### src/rtl/r4_butter_ctrl.sv
// Frame sequencer for the radix-4 butterfly: gathers four complex samples,
// steps the butterfly through bins k = 0..3 and streams the results out.
module r4_butter_ctrl #(
  parameter int W        = 4,
  parameter int BFLY_LAT = 1
) (
  input  logic         CLK,
  input  logic         RST,
  input  logic         in_valid,
  output logic         in_ready,
  input  logic [W-1:0] in_re,
  input  logic [W-1:0] in_im,
  input  logic         inv,
  output logic [W-1:0] xr0,
  output logic [W-1:0] xr1,
  output logic [W-1:0] xr2,
  output logic [W-1:0] xr3,
  output logic [W-1:0] xi0,
  output logic [W-1:0] xi1,
  output logic [W-1:0] xi2,
  output logic [W-1:0] xi3,
  output logic         c1,
  output logic         c2,
  output logic         c3,
  input  logic [W-1:0] Xro,
  input  logic [W-1:0] Xio,
  output logic         out_valid,
  input  logic         out_ready,
  output logic [W-1:0] out_re,
  output logic [W-1:0] out_im,
  output logic [1:0]   out_k,
  output logic         out_last,
  output logic         busy
);

  typedef enum logic [1:0] {S_LOAD, S_ISSUE, S_WAIT, S_OUT} state_t;

  localparam logic [2:0] LAT = 3'(BFLY_LAT);

  state_t       state, state_nxt;
  logic [1:0]   n;
  logic [1:0]   k;
  logic [2:0]   cnt;
  logic [W-1:0] xr_q [4];
  logic [W-1:0] xi_q [4];

  assign xr0 = xr_q[0];
  assign xr1 = xr_q[1];
  assign xr2 = xr_q[2];
  assign xr3 = xr_q[3];
  assign xi0 = xi_q[0];
  assign xi1 = xi_q[1];
  assign xi2 = xi_q[2];
  assign xi3 = xi_q[3];

  always_ff @(posedge CLK or negedge RST) begin
    if (!RST) state <= S_LOAD;
    else      state <= state_nxt;
  end

  // NOTE: state_nxt is defaulted before the case so no path leaves it unassigned (no latch).
  always_comb begin
    state_nxt = state;
    unique case (state)
      S_LOAD:  if (in_valid && in_ready && n == 2'd3) state_nxt = S_ISSUE;
      S_ISSUE: state_nxt = S_WAIT;
      S_WAIT:  if (cnt == 3'd1) state_nxt = S_OUT;
      S_OUT:   if (out_ready) state_nxt = (k == 2'd3) ? S_LOAD : S_ISSUE;
      default: state_nxt = S_LOAD;
    endcase
  end

  // Handshake outputs are pure decodes of the state register, so out_ready
  // never reaches in_ready combinationally.
  always_comb begin
    in_ready  = (state == S_LOAD);
    busy      = (state != S_LOAD);
    out_valid = (state == S_OUT);
  end

  // NOTE: the sample slots drive the butterfly directly, so they are reset like any other output register.
  always_ff @(posedge CLK or negedge RST) begin
    if (!RST) begin
      n        <= '0;
      k        <= '0;
      cnt      <= '0;
      c1       <= 1'b0;
      c2       <= 1'b0;
      c3       <= 1'b0;
      out_re   <= '0;
      out_im   <= '0;
      out_k    <= '0;
      out_last <= 1'b0;
      for (int i = 0; i < 4; i++) begin
        xr_q[i] <= '0;
        xi_q[i] <= '0;
      end
    end else begin
      unique case (state)
        S_LOAD: begin
          if (in_valid && in_ready) begin
            xr_q[n] <= in_re;
            xi_q[n] <= in_im;
            if (n == 2'd0) c3 <= inv;
            n <= n + 2'd1;
            if (n == 2'd3) begin
              k        <= '0;
              {c2, c1} <= 2'd0;
            end
          end
        end
        S_ISSUE: cnt <= LAT;
        S_WAIT: begin
          if (cnt == 3'd1) begin
            out_re   <= Xro;
            out_im   <= Xio;
            out_k    <= k;
            out_last <= (k == 2'd3);
          end else begin
            cnt <= cnt - 3'd1;
          end
        end
        S_OUT: begin
          if (out_ready) begin
            if (k == 2'd3) begin
              k <= '0;
              n <= '0;
            end else begin
              k        <= k + 2'd1;
              {c2, c1} <= k + 2'd1;
            end
          end
        end
        default: ;
      endcase
    end
  end

endmodule

### config.mk
export PLATFORM = sky130hd
export DESIGN_NAME = r4_butter_ctrl
export DESIGN_NICKNAME = d
export VERILOG_FILES = /design/src/rtl/r4_butter_ctrl.sv
export SDC_FILE = /design/constraint.sdc
export NUM_CORES = 1
export LEC_CHECK = 0
export ABC_AREA = 1
export ABC_CLOCK_PERIOD_IN_PS = 1810
export BUFFER_PORTS_ARGS = -buffer_cell sky130_fd_sc_hd__buf_4
export CAP_MARGIN = 20
export CORE_MARGIN = 1.5
export CORE_UTILIZATION = 30
export CTS_CLUSTER_SIZE = 24
export DETAILED_ROUTE_END_ITERATION = 7
export PLACE_DENSITY_LB_ADDON = 0.1
export SLEW_MARGIN = 20
export SYNTH_ARGS = -nofsm -noshare
export SYNTH_HDL_FRONTEND = slang
export SYNTH_SLANG_ARGS = --single-unit
### constraint.sdc
create_clock -name CLK -period 1.81 [get_ports CLK]
set_input_delay 0.362 -clock CLK [delete_from_list [all_inputs] [get_ports CLK]]
set_output_delay 0.362 -clock CLK [all_outputs]
set_load 0.005 [all_outputs]
======== Yosys cells after proc, flatten, opt, wreduce, memory -nomap -nowiden ========
Cells that the tools add are included.
Widths: inputs -> output; s select.
storage, ports and cells
  bits in registers ....................... 55
  bits in latches ......................... 0
  bits in writable memories ............... 0
  memory bits (read-only) ................. 0
  input bits .............................. 21
  output and inout bits ................... 49
  logic and storage cells ................. 83
  memories kept ........................... 0
cells by class
  add/sub/neg operators ................... 3
  multipliers ............................. 0
  divide/modulo/power cells ............... 0
  magnitude comparators ................... 2
  eq/ne operators ......................... 14
  shift-type cells ........................ 0
  muxes and demuxes ....................... 28
  bitwise operators ....................... 1
  reduce and logical (&&, ||, !) cells .... 16
operator list
  operator             number
  $bwmux 16            2
  $mux 2               10
  $ne 2x1->1 const B   5
  $demux 4 s2          1
  $eq 2x2->1 const B   4
  $pmux 2 s2           2
  $pmux 2 s4           1
  $reduce_and 4->1     2
  $mux 1               7
  $ne 2x2->1 const B   3
  $pmux 3 s2           1
  $reduce_and 2->1     3
  $reduce_and 3->1     2
  $reduce_bool 2->1    3
  $reduce_and 5->1     1
  $add 2x1->2 const B  2
  $logic_not 2->1      2
  $mux 4               1
  $pmux 1 s2           2
  $eq 3x1->1 const B   1
  $ge 3x3->1 const B   1
  $logic_and 1x1->1    3
  $lt 3x1->1 const B   1
  $mux 3               1
  other kinds (3)      3

======== Depth between registers and ports, before layout ========
Gate-level depths: netlist (run 1).
  depth in word-level cells ............... 6
  depth in mapped cells ................... 8
  gate-level depth less buffers ........... 8

======== Worst setup path before layout (run 1) ========
OpenSTA, ideal clock, no wires.
  path kind ............................... register to register
  from .................................... reg state[0]
  to ...................................... reg state[0]
  setup time .............................. 0.118 ns
  data arrival time ....................... 1.333 ns
  data required time ...................... 1.692 ns
  path slack .............................. 0.359 ns
  cell stages (with the launch flop) ...... 9
  path buffers ............................ 1
  period minus slack after synthesis ...... 1.451 ns
  cells stage by stage .................... dfrtp_1 inv_1 ha_1 buf_4 nand3_1 nand2_1 nand3_1 nand2_1 nand2_1
on the way
  word-level cells in the longest chain between the ends .. 5
  elaborated cells between the ends (all ways) .. 11
  those cells by class .................... eq/ne (6); mux (1); reduce/logical (4)
RTL lines
  item                               line    RTL
  start, declared                    40      state_t state, state_nxt;
  start signal, assigned             58      else state <= state_nxt;
  $logic_not 2->1                    64, 76
  $logic_and 1x1->1 (2 in a row)     65      S_LOAD: if (in_valid && in_ready && n == 2'd3) state_nxt = S_ISSUE;
  $ne 2x1->1 (no source line)        --
  $reduce_and 3->1 (no source line)  --
Several ways; a longest one is shown, not always the timed one.
A chain may end at the register's enable or synchronous reset.

======== Worst setup path in the final report (run 1) ========
  from .................................... reg state[0]
  to ...................................... out busy
on the way
  word-level cells in the longest chain between the ends .. 1
RTL lines
  item               line  RTL
  $reduce_bool 2->1  77    busy = (state != S_LOAD);
  end, declared      33    output logic busy
No other way between the ends.

==> results.py, run 1 <==
metrics = {
    "die": {
        "core_area_um2": 7770,
        "num_rows": 32,
        "initial_core_util_pct": 31.2,
        "die_w_um": 93.0,
        "chipHeight_um": 93.0,
        "die_area_um2": 8640,
        "io_pins": 70,
    },
    "power_and_ir_drop": {
        "power_mw": 5.20,
        "p_per_area_nw_per_um2": 1630,
        "power_leakage_nw": 1.73,
        "ir_worst_vdd_v": 0.000531,
    },
    "timing": {
        "tightest_slew_ps": 385,
        "slew_headroom_pct": 74.1,
        "rsz0062_at_grt": "false",
        "finalHoldViolations": 0,
        "finalSetupViolations": 0,
        "whs_ps": 296,
        "tns_ps": 0,
        "clock_skew_ps": 4.44,
        "finalWorstSetupSlack_ps": 98.9,
        "fin_crit_sh_pct": 94.5,
        "final.min_clock_period_ps": 1710,
        "fmax_mhz": 584,
        "slew_violations": 0,
    },
    "clocking": {
        "htree_levels": 2,
        "clk_path_buf_depth": 2,
        "cts_inserted_buffers": 5,
        "clock_sinks": 55,
        "post_cts_buffers": 0,
        "clock_latency_ps": 310,
        "cts_tree": "built",
        "cts_root_buf": "clkbuf_8",
        "path_clk_slew_ps": 100,
    },
    "worst_setup_path": {
        "critical_path_peak_fanout": 8,
        "crit_path_start_kind": "flip-flop",
        "worstPathArrival_ps": 1350,
        "required_ps": 1450,
        "crit_path_end_kind": "output port",
        "critPathKind": "reg -> out",
    },
    "min_path": {
        "hold_path.class": "in -> reg",
    },
    "run_status": {
        "status": "finished, final reports clean",
    },
    "finish": {
        "fin_util_pct": 41.2,
        "finalInstanceArea_um2": 3200,
        "drive_gt1_share_pct": 24.5,
        "fin_nets": 380,
        "n_antenna_cell": 0,
        "fin_cells": 449,
        "layout.cells.most_common": "nand2_1",
        "area_delta_synth_final_pct": 31.7,
        "mostFrequentLayoutCells": "78 x nand2_1, 73 x buf_4, 55 x dfrtp_1, 49 x o21ai_0, 40 x inv_1",
    },
    "grt": {
        "grt_max_degree": 31,
        "grt_first_pass_wirelength_um": 9430,
        "grt_pass1_vias": 1914,
        "antenna_found_initial": 0,
        "grt_usage_pct": 14.0,
        "grt_overflow": 0,
    },
    "detailed_routing": {
        "drt_iter0_drc": 113,
        "drcViolationCount": 0,
        "via_count": 1958,
        "route.met2.wl_um": 2490,
        "dr.pass1.iters": 4,
        "postRouteAntennaNets": 0,
        "met3_length_um": 428,
        "drt-vias-per-instance": 4.36,
        "routedWlPerCell_um": 12.3,
        "top_layer": "met4",
        "drt_wl_total_um": 5520,
        "met1Wirelength_um": 2560,
    },
    "logic_synthesis": {
        "synth_top_family_by_area": "simple AND/OR/NAND/NOR gates",
        "ys_seq_elements": 55,
        "ys_types": 18,
        "synth-seq-area-share_pct": 56.7,
        "synth_warnings": 0,
        "synth_compound_area_share_pct": 11.3,
        "synthAdderAreaFrac_pct": 6.70,
        "synthSimpleGateAreaFrac_pct": 17.1,
        "synth-xor-area-share_pct": 0.361,
        "muxShareOfSynthArea_pct": 0,
        "netlist_area_um2": 2430,
        "synth_nets": 305,
        "synthCells": 271,
        "avgSynthCellArea_um2": 8.96,
    },
    "placement": {
        "io_buffers": 69,
        "place_area_um2": 3080,
        "place_inst": 440,
        "dp_slack_ps": 213,
        "place_hpwl_um": 4030,
        "globalplace.congestion": 0.800,
    },
    "flow_run": {
        "maxCapViolations": 0,
    },
}
## worst paths after layout
kind,start,end,depth (start not counted),slack [ps]
worst max-delay path,state[0]$_DFFE_PN0P_,busy,4,100
worst max register to register,state[0]$_DFFE_PN0P_,n[1]$_DFFE_PN0P_,7,240
min in group asynchronous,RST,c2$_DFFE_PN0P_,2,480
worst min register to register,xr0[1]$_DFFE_PN0P_,xr0[1]$_DFFE_PN0P_,2,500
max in group asynchronous,RST,xr2[1]$_DFFE_PN0P_,3,850
worst min-delay path,Xro[2],out_re[2]$_DFFE_PN0P_,3,300
## registers in the layout, indices dropped and copies added, names as in the netlist
register,count
out_im,4
c3,1
xr2,4
out_last,1
cnt,3
xi2,4
xi1,4
out_k,2
xr3,4
c1,1
k,2
out_re,4
n,2
c2,1
xi0,4
state,2
xr0,4
xi3,4
xr1,4
## layer usage
layer  global-route usage (%)  vias up
li1                         -     1000
met1                     18.6      897
met2                     21.5       55
met3                     5.42        6
met4                     3.41        0
met5                        0        -
## power breakdown
group	switching [mW]	internal [mW]	leakage, nW	total [mW]
Combinational	1.17	1.16	0.987	2.34
Clock	0.436	0.281	0.0461	0.716
Sequential	0.354	1.79	0.698	2.14
## critical path, stage by stage, from the launching register on
cell and delay (ps):
dfrtp_1 460, inv_1 180, ha_4 200, inv_1 60, buf_4 130
## cell type report
type	instances	area [um^2]
Sequential cell	55	1380
Tap cell	102	128
Inverter	40	150
Clock inverter	3	23.8
Clock buffer	5	68.8
Fill cell	807	4570
Multi-Input combinational cell	169	872
Timing Repair Buffer	75	578
## logic make-up (layout without fill, tap and decap cells)
| family | count (synthesis) | after routing |
|---|---|---|
| compound gates | 53 | 53 |
| buf+inv | 47 | 123 |
| xor+xnor | 1 | 1 |
| simple gates | 102 | 102 |
| fa+ha+maj | 13 | 13 |
| flops | 55 | 55 |
## synthesized netlist by cell type
| master | n | share of area (%) |
|---|---|---|
| nand2_1 | 78 | 12 |
| dfrtp_1 | 55 | 57 |
| o21ai_0 | 49 | 10 |
| inv_1 | 40 | 6.2 |
| nand3_1 | 15 | 3.1 |
| ha_1 | 13 | 6.7 |
| nor2_1 | 5 | 0.77 |
| buf_2 | 3 | 0.62 |
| clkbuf_1 | 2 | 0.31 |
| nand4_1 | 2 | 0.52 |
| o21bai_1 | 2 | 0.62 |
| a21oi_1 | 1 | 0.21 |
| buf_4 | 1 | 0.31 |
| buf_6 | 1 | 0.46 |
| nand3_2 | 1 | 0.41 |
| nor3_1 | 1 | 0.21 |
| o21ai_2 | 1 | 0.36 |
| xor2_1 | 1 | 0.36 |
## timing repair
| item | CTS | global route |
|---|---|---|
| hold buffers | 1 | 0 |
| resized for setup | 1 | 1 |
| endpoints found under the hold margin | 25 | 0 |
| gates cloned | 0 | 0 |
| endpoints found under the setup margin | 1 | 1 |
(Power assumes the default switching activity.)
==> run 2, diff against run 1 <==
Settings changed: CTS_BUF_LIST from default to sky130_fd_sc_hd__clkbuf_4, SLEW_MARGIN 20 to 30.
==> results.py, run 2 (synthesized netlist as in run 1, its figures left out) <==
metrics = {
    "detailed_routing": {
        "drt_iter0_drc": 100,
        "dr.pass1.iters": 7,
        "met3_length_um": 394,
        "met1Wirelength_um": 2530,
        "route.met2.wl_um": 2600,
        "routedWlPerCell_um": 12.4,
        "drt-vias-per-instance": 4.40,
        "via_count": 1976,
        "top_layer": "met4",
        "drt_wl_total_um": 5550,
        "drcViolationCount": 0,
        "postRouteAntennaNets": 0,
    },
    "die": {
        "num_rows": 32,
        "core_area_um2": 7770,
        "die_area_um2": 8640,
        "initial_core_util_pct": 31.2,
        "chipHeight_um": 93.0,
        "die_w_um": 93.0,
        "io_pins": 70,
    },
    "worst_setup_path": {
        "crit_path_start_kind": "flip-flop",
        "required_ps": 1450,
        "crit_chain": "ha_1, buf_4",
        "worst_path_max_delay_cell": "dfrtp_2",
        "crit_path_end_kind": "output port",
        "critPathKind": "reg -> out",
        "crit_buf_inv": 1,
        "worstPathArrival_ps": 1360,
        "rrSetupSlack_ps": 290,
        "critical_path_peak_fanout": 7,
        "cpPeakStageDelay_ps": 480,
        "cp_top_family": "flip-flops",
    },
    "power_and_ir_drop": {
        "swShare_pct": 38.5,
        "power_leakage_nw": 1.71,
        "power_mw": 5.07,
        "comb_power_share_pct": 46.4,
        "p_per_area_nw_per_um2": 1600,
        "ir_worst_vdd_v": 0.000574,
        "internal-power_mw": 3.12,
        "seqPwrFrac_pct": 42.4,
        "switchingPower_mw": 1.95,
        "clkPwrFrac_pct": 11.2,
    },
    "finish": {
        "drive_gt1_share_pct": 25.6,
        "nFillCells": 811,
        "mostFrequentLayoutCells": "78 x nand2_1, 73 x buf_4, 53 x dfrtp_1, 49 x o21ai_0, 38 x inv_1",
        "layout.cells.most_common": "nand2_1",
        "fin_util_pct": 40.8,
        "finalInstanceArea_um2": 3170,
        "fin_cells": 449,
        "n_antenna_cell": 0,
        "fin_nets": 380,
        "area_delta_synth_final_pct": 30.5,
    },
    "clocking": {
        "clk_path_buf_depth": 2,
        "htree_levels": 2,
        "clock_sinks": 55,
        "cts_inserted_buffers": 5,
        "path_clk_slew_ps": 160,
        "cts_root_buf": "clkbuf_4",
        "cts_tree": "built",
        "clock_latency_ps": 380,
    },
    "grt": {
        "grt_first_pass_wirelength_um": 9510,
        "grt_usage_pct": 14.1,
        "antenna_found_initial": 0,
        "grt_overflow": 0,
        "grt_pass1_vias": 1930,
        "grt_max_degree": 31,
    },
    "timing": {
        "whs_ps": 220,
        "slew_headroom_pct": 73.5,
        "rsz0062_at_grt": "true",
        "tightest_slew_ps": 393,
        "fmax_mhz": 582,
        "finalHoldViolations": 0,
        "finalSetupViolations": 0,
        "clock_skew_ps": 6.08,
        "final.min_clock_period_ps": 1720,
        "slew_violations": 0,
        "fin_crit_sh_pct": 95.0,
    },
    "min_path": {
        "hold_path.class": "in -> reg",
    },
    "placement": {
        "place_hpwl_um": 4030,
        "place_inst": 440,
        "place_area_um2": 3080,
        "globalplace.congestion": 0.800,
        "io_buffers": 69,
    },
    "run_status": {
        "status": "finished, final reports clean",
    },
    "flow_run": {
        "maxCapViolations": 0,
    },
}
-- run 2: path summary, 6_finish.rpt --
kind                                       from                    end  cells after the start
hold reg to reg              xi0[3]$_DFFE_PN0P_     xi0[3]$_DFFE_PN0P_                      2
min in group asynchronous                   RST         c2$_DFFE_PN0P_                      2
hold / removal                           Xro[2]  out_re[2]$_DFFE_PN0P_                      3
setup / recovery           state[0]$_DFFE_PN0P_              out_valid                      2
max in group asynchronous                   RST   state[1]$_DFFE_PN0P_                      3
setup reg to reg           state[0]$_DFFE_PN0P_       n[1]$_DFFE_PN0P_                      7
-- run 2: worst min-delay path: stages --
cell and delay, ps:
buf_4 110, inv_1 40, o21ai_0 70
-- run 2: routing by layer --
metal	GRT usage, %	up-vias
li1	-	1001
met1	18.5	920
met2	22.3	51
met3	5.01	4
met4	3.03	0
met5	0	-
-- run 2: power by group through the flow --
stage	Combinational (mW)	Sequential [mW]	Clock, mW
finish	2.35	2.15	0.569
global route	2.73	2.23	0.652
CTS	2.40	2.15	0.606
detailed placement	2.36	2.16	0
global placement	2.32	2.17	0
floorplan	1.17	2.17	0
-- run 2: per-stage QoR --
step | TNS (ps) | setup slack (ps)
2_1_floorplan | 0 | 359
3_3_place_gp | 0 | 298
3_5_place_dp | 0 | 213
4_1_cts | 0 | 28.9
5_1_grt | -1.18 | -1.18
6_report | 0 | 91.0
-- run 2: layout make-up --
class,instances,area (um^2),share of cell area [%]
repair buffers,75,578,18.2
well taps,102,128,4.03
clock buffers,5,37.5,1.18
flip-flops and latches,55,1380,43.5
clock inverters,3,23.8,0.750
inverters,40,150,4.74
multi-input cells,169,872,27.5
-- run 2: what timing repair did --
action	in CTS	in global routing
buffers inserted	0	0
setup endpoints to repair	1	3
resized for setup	4	2
endpoints found under the hold margin	25	0
hold buffers	1	0
==> run 3, diff against run 2 <==
Settings changed: SETUP_SLACK_MARGIN from default to 0.4.
==> results.py, run 3 (synthesized netlist as in run 1, its figures left out) <==
metrics = {
    "finish": {
        "mostFrequentLayoutCells": "75 x buf_4, 71 x nand2_1, 53 x dfrtp_1, 44 x o21ai_0, 34 x inv_1",
        "finalInstanceArea_um2": 3460,
        "drive_gt1_share_pct": 34.9,
        "multi_input_area_um2": 1030,
        "nFillCells": 804,
        "fin_nets": 391,
        "n_antenna_cell": 0,
        "seqCellArea_um2": 1380,
        "area_delta_synth_final_pct": 42.7,
        "layout.cells.most_common": "buf_4",
    },
    "grt": {
        "grt_max_degree": 56,
        "grt_overflow": 0,
        "grt_use_met1_pct": 18.9,
        "grt_pass1_vias": 1889,
        "use_met2_pct": 21.6,
        "grt_first_pass_wirelength_um": 9350,
        "met3_usage_pct": 3.94,
        "antenna_found_initial": 0,
        "grt-busiest-layer": "met2",
        "grt_usage_pct": 13.8,
    },
    "worst_setup_path": {
        "timing.rr.start": "state[1]$_DFFE_PN0P_",
        "worstPathArrival_ps": 1240,
        "critPathKind": "reg -> out",
        "required_ps": 1450,
        "crit_path_end_kind": "output port",
        "crit_path_start_kind": "flip-flop",
        "critPathLaunch": "state[0]$_DFFE_PN0P_",
        "critical_path_peak_fanout": 4,
    },
    "timing": {
        "finalSetupViolations": 0,
        "finalHoldViolations": 2,
        "tns_ps": 0,
        "clock_skew_ps": 13.7,
        "fmax_mhz": 625,
        "slew_headroom_pct": 53.4,
        "rsz0062_at_grt": "true",
        "finalWorstSetupSlack_ps": 210,
        "fin_crit_sh_pct": 88.4,
        "slew_violations": 0,
        "whs_ps": -4.13,
        "tightest_slew_ps": 698,
        "final.min_clock_period_ps": 1600,
    },
    "detailed_routing": {
        "drt_wl_total_um": 5950,
        "dr.pass1.iters": 4,
        "routedWlPerCell_um": 12.9,
        "via_count": 2048,
        "drt_iter0_drc": 82,
        "drcViolationCount": 0,
        "postRouteAntennaNets": 0,
        "drt-vias-per-instance": 4.45,
    },
    "clocking": {
        "cts_inserted_buffers": 5,
        "clk_path_buf_depth": 2,
        "path_clk_slew_ps": 170,
        "clock_latency_ps": 370,
        "clock_sinks": 55,
        "cts_root_buf": "clkbuf_4",
        "cts_tree": "built",
        "htree_levels": 2,
    },
    "run_status": {
        "failed_checks": "negative hold slack",
        "status": "finished, violations left",
    },
    "die": {
        "num_rows": 32,
        "die_w_um": 93.0,
        "chipHeight_um": 93.0,
        "core_area_um2": 7770,
        "io_pins": 70,
        "initial_core_util_pct": 31.2,
        "die_area_um2": 8640,
    },
    "min_path": {
        "hold_path.class": "in -> async",
    },
    "placement": {
        "dp_slack_ps": 182,
        "io_buffers": 69,
        "place_hpwl_um": 3880,
        "place_area_um2": 3070,
        "globalplace.congestion": 0.765,
    },
    "power_and_ir_drop": {
        "p_per_area_nw_per_um2": 1690,
        "ir_worst_vdd_v": 0.000612,
        "power_leakage_nw": 1.82,
    },
    "flow_run": {
        "maxCapViolations": 0,
    },
}
-- run 3: changes by cell type in the layout (fill, tap and decap cells not counted), moves of 4 or more --
cell / before / now
buf_6: 0 / 7
ha_1: 12 / 8
ha_4: 1 / 5
inv_1: 38 / 34
nand2_1: 78 / 71
nand2_2: 0 / 6
nand3_1: 15 / 10
nand3_2: 1 / 5
o21ai_0: 49 / 44
-- run 3: power breakdown --
part           internal, mW  total, mW  leakage, nW  switching (mW)
Clock                 0.313      0.713       0.0463           0.400
Sequential             1.79       2.15        0.696           0.363
Combinational          1.53       2.98         1.07            1.45
Total                  3.63       5.85         1.82            2.22
-- run 3: stage by stage --
stage | total power [mW] | instances | utilization [%]
after floorplan | 3.34 | 271 | -
after global placement | 4.47 | 439 | 39.5
after detailed placement | 4.51 | 439 | 39.5
after CTS | 5.47 | 452 | 42.0
after global routing | 6.38 | 460 | 44.6
final | 5.85 | 460 | 44.6
-- run 3: worst paths after layout --
check | to | slack (ps) | cells past startpoint
worst max-delay path | busy | 210 | 4
min in group CLK | out_im[0]$_DFFE_PN0P_ | 220 | 3
worst min-delay path | cnt[2]$_DFFE_PN0P_ | -4 | 1
max in group asynchronous | out_im[2]$_DFFE_PN0P_ | 1330 | 1
worst min register to register | out_k[0]$_DFFE_PN0P_ | 500 | 2
worst max register to register | cnt[2]$_DFFE_PN0P_ | 350 | 6
-- run 3: cell type report --
| type | instances | area share [%] |
|---|---|---|
| sequential | 55 | 39.8 |
| multi-input combinational | 171 | 29.8 |
| timing repair buffer | 84 | 19.8 |
| inverter | 40 | 4.48 |
| tap | 102 | 3.68 |
| clock buffer | 6 | 1.30 |
| clock inverter | 2 | 1.12 |
-- run 3: repair_timing --
action	CTS	global route
hold buffers	0	0
gates cloned	0	4
setup buffers	5	4
resized for setup	20	34
pin swaps	1	10
setup endpoints to repair	58	58
-- run 3: worst max-delay path, cell delays in order (launching register included) --
cell     delay [ps]
dfrtp_2         480
inv_4           100
ha_4            140
inv_2            40
buf_6           100
-- run 3: metal layers --
metal	share of wire (%)	routed length [um]	vias up
met1	46	2740	962
met3	5.5	327	3
li1	-	-	1033
met4	0.27	16	0
met2	48	2870	50
met5	0	0	-
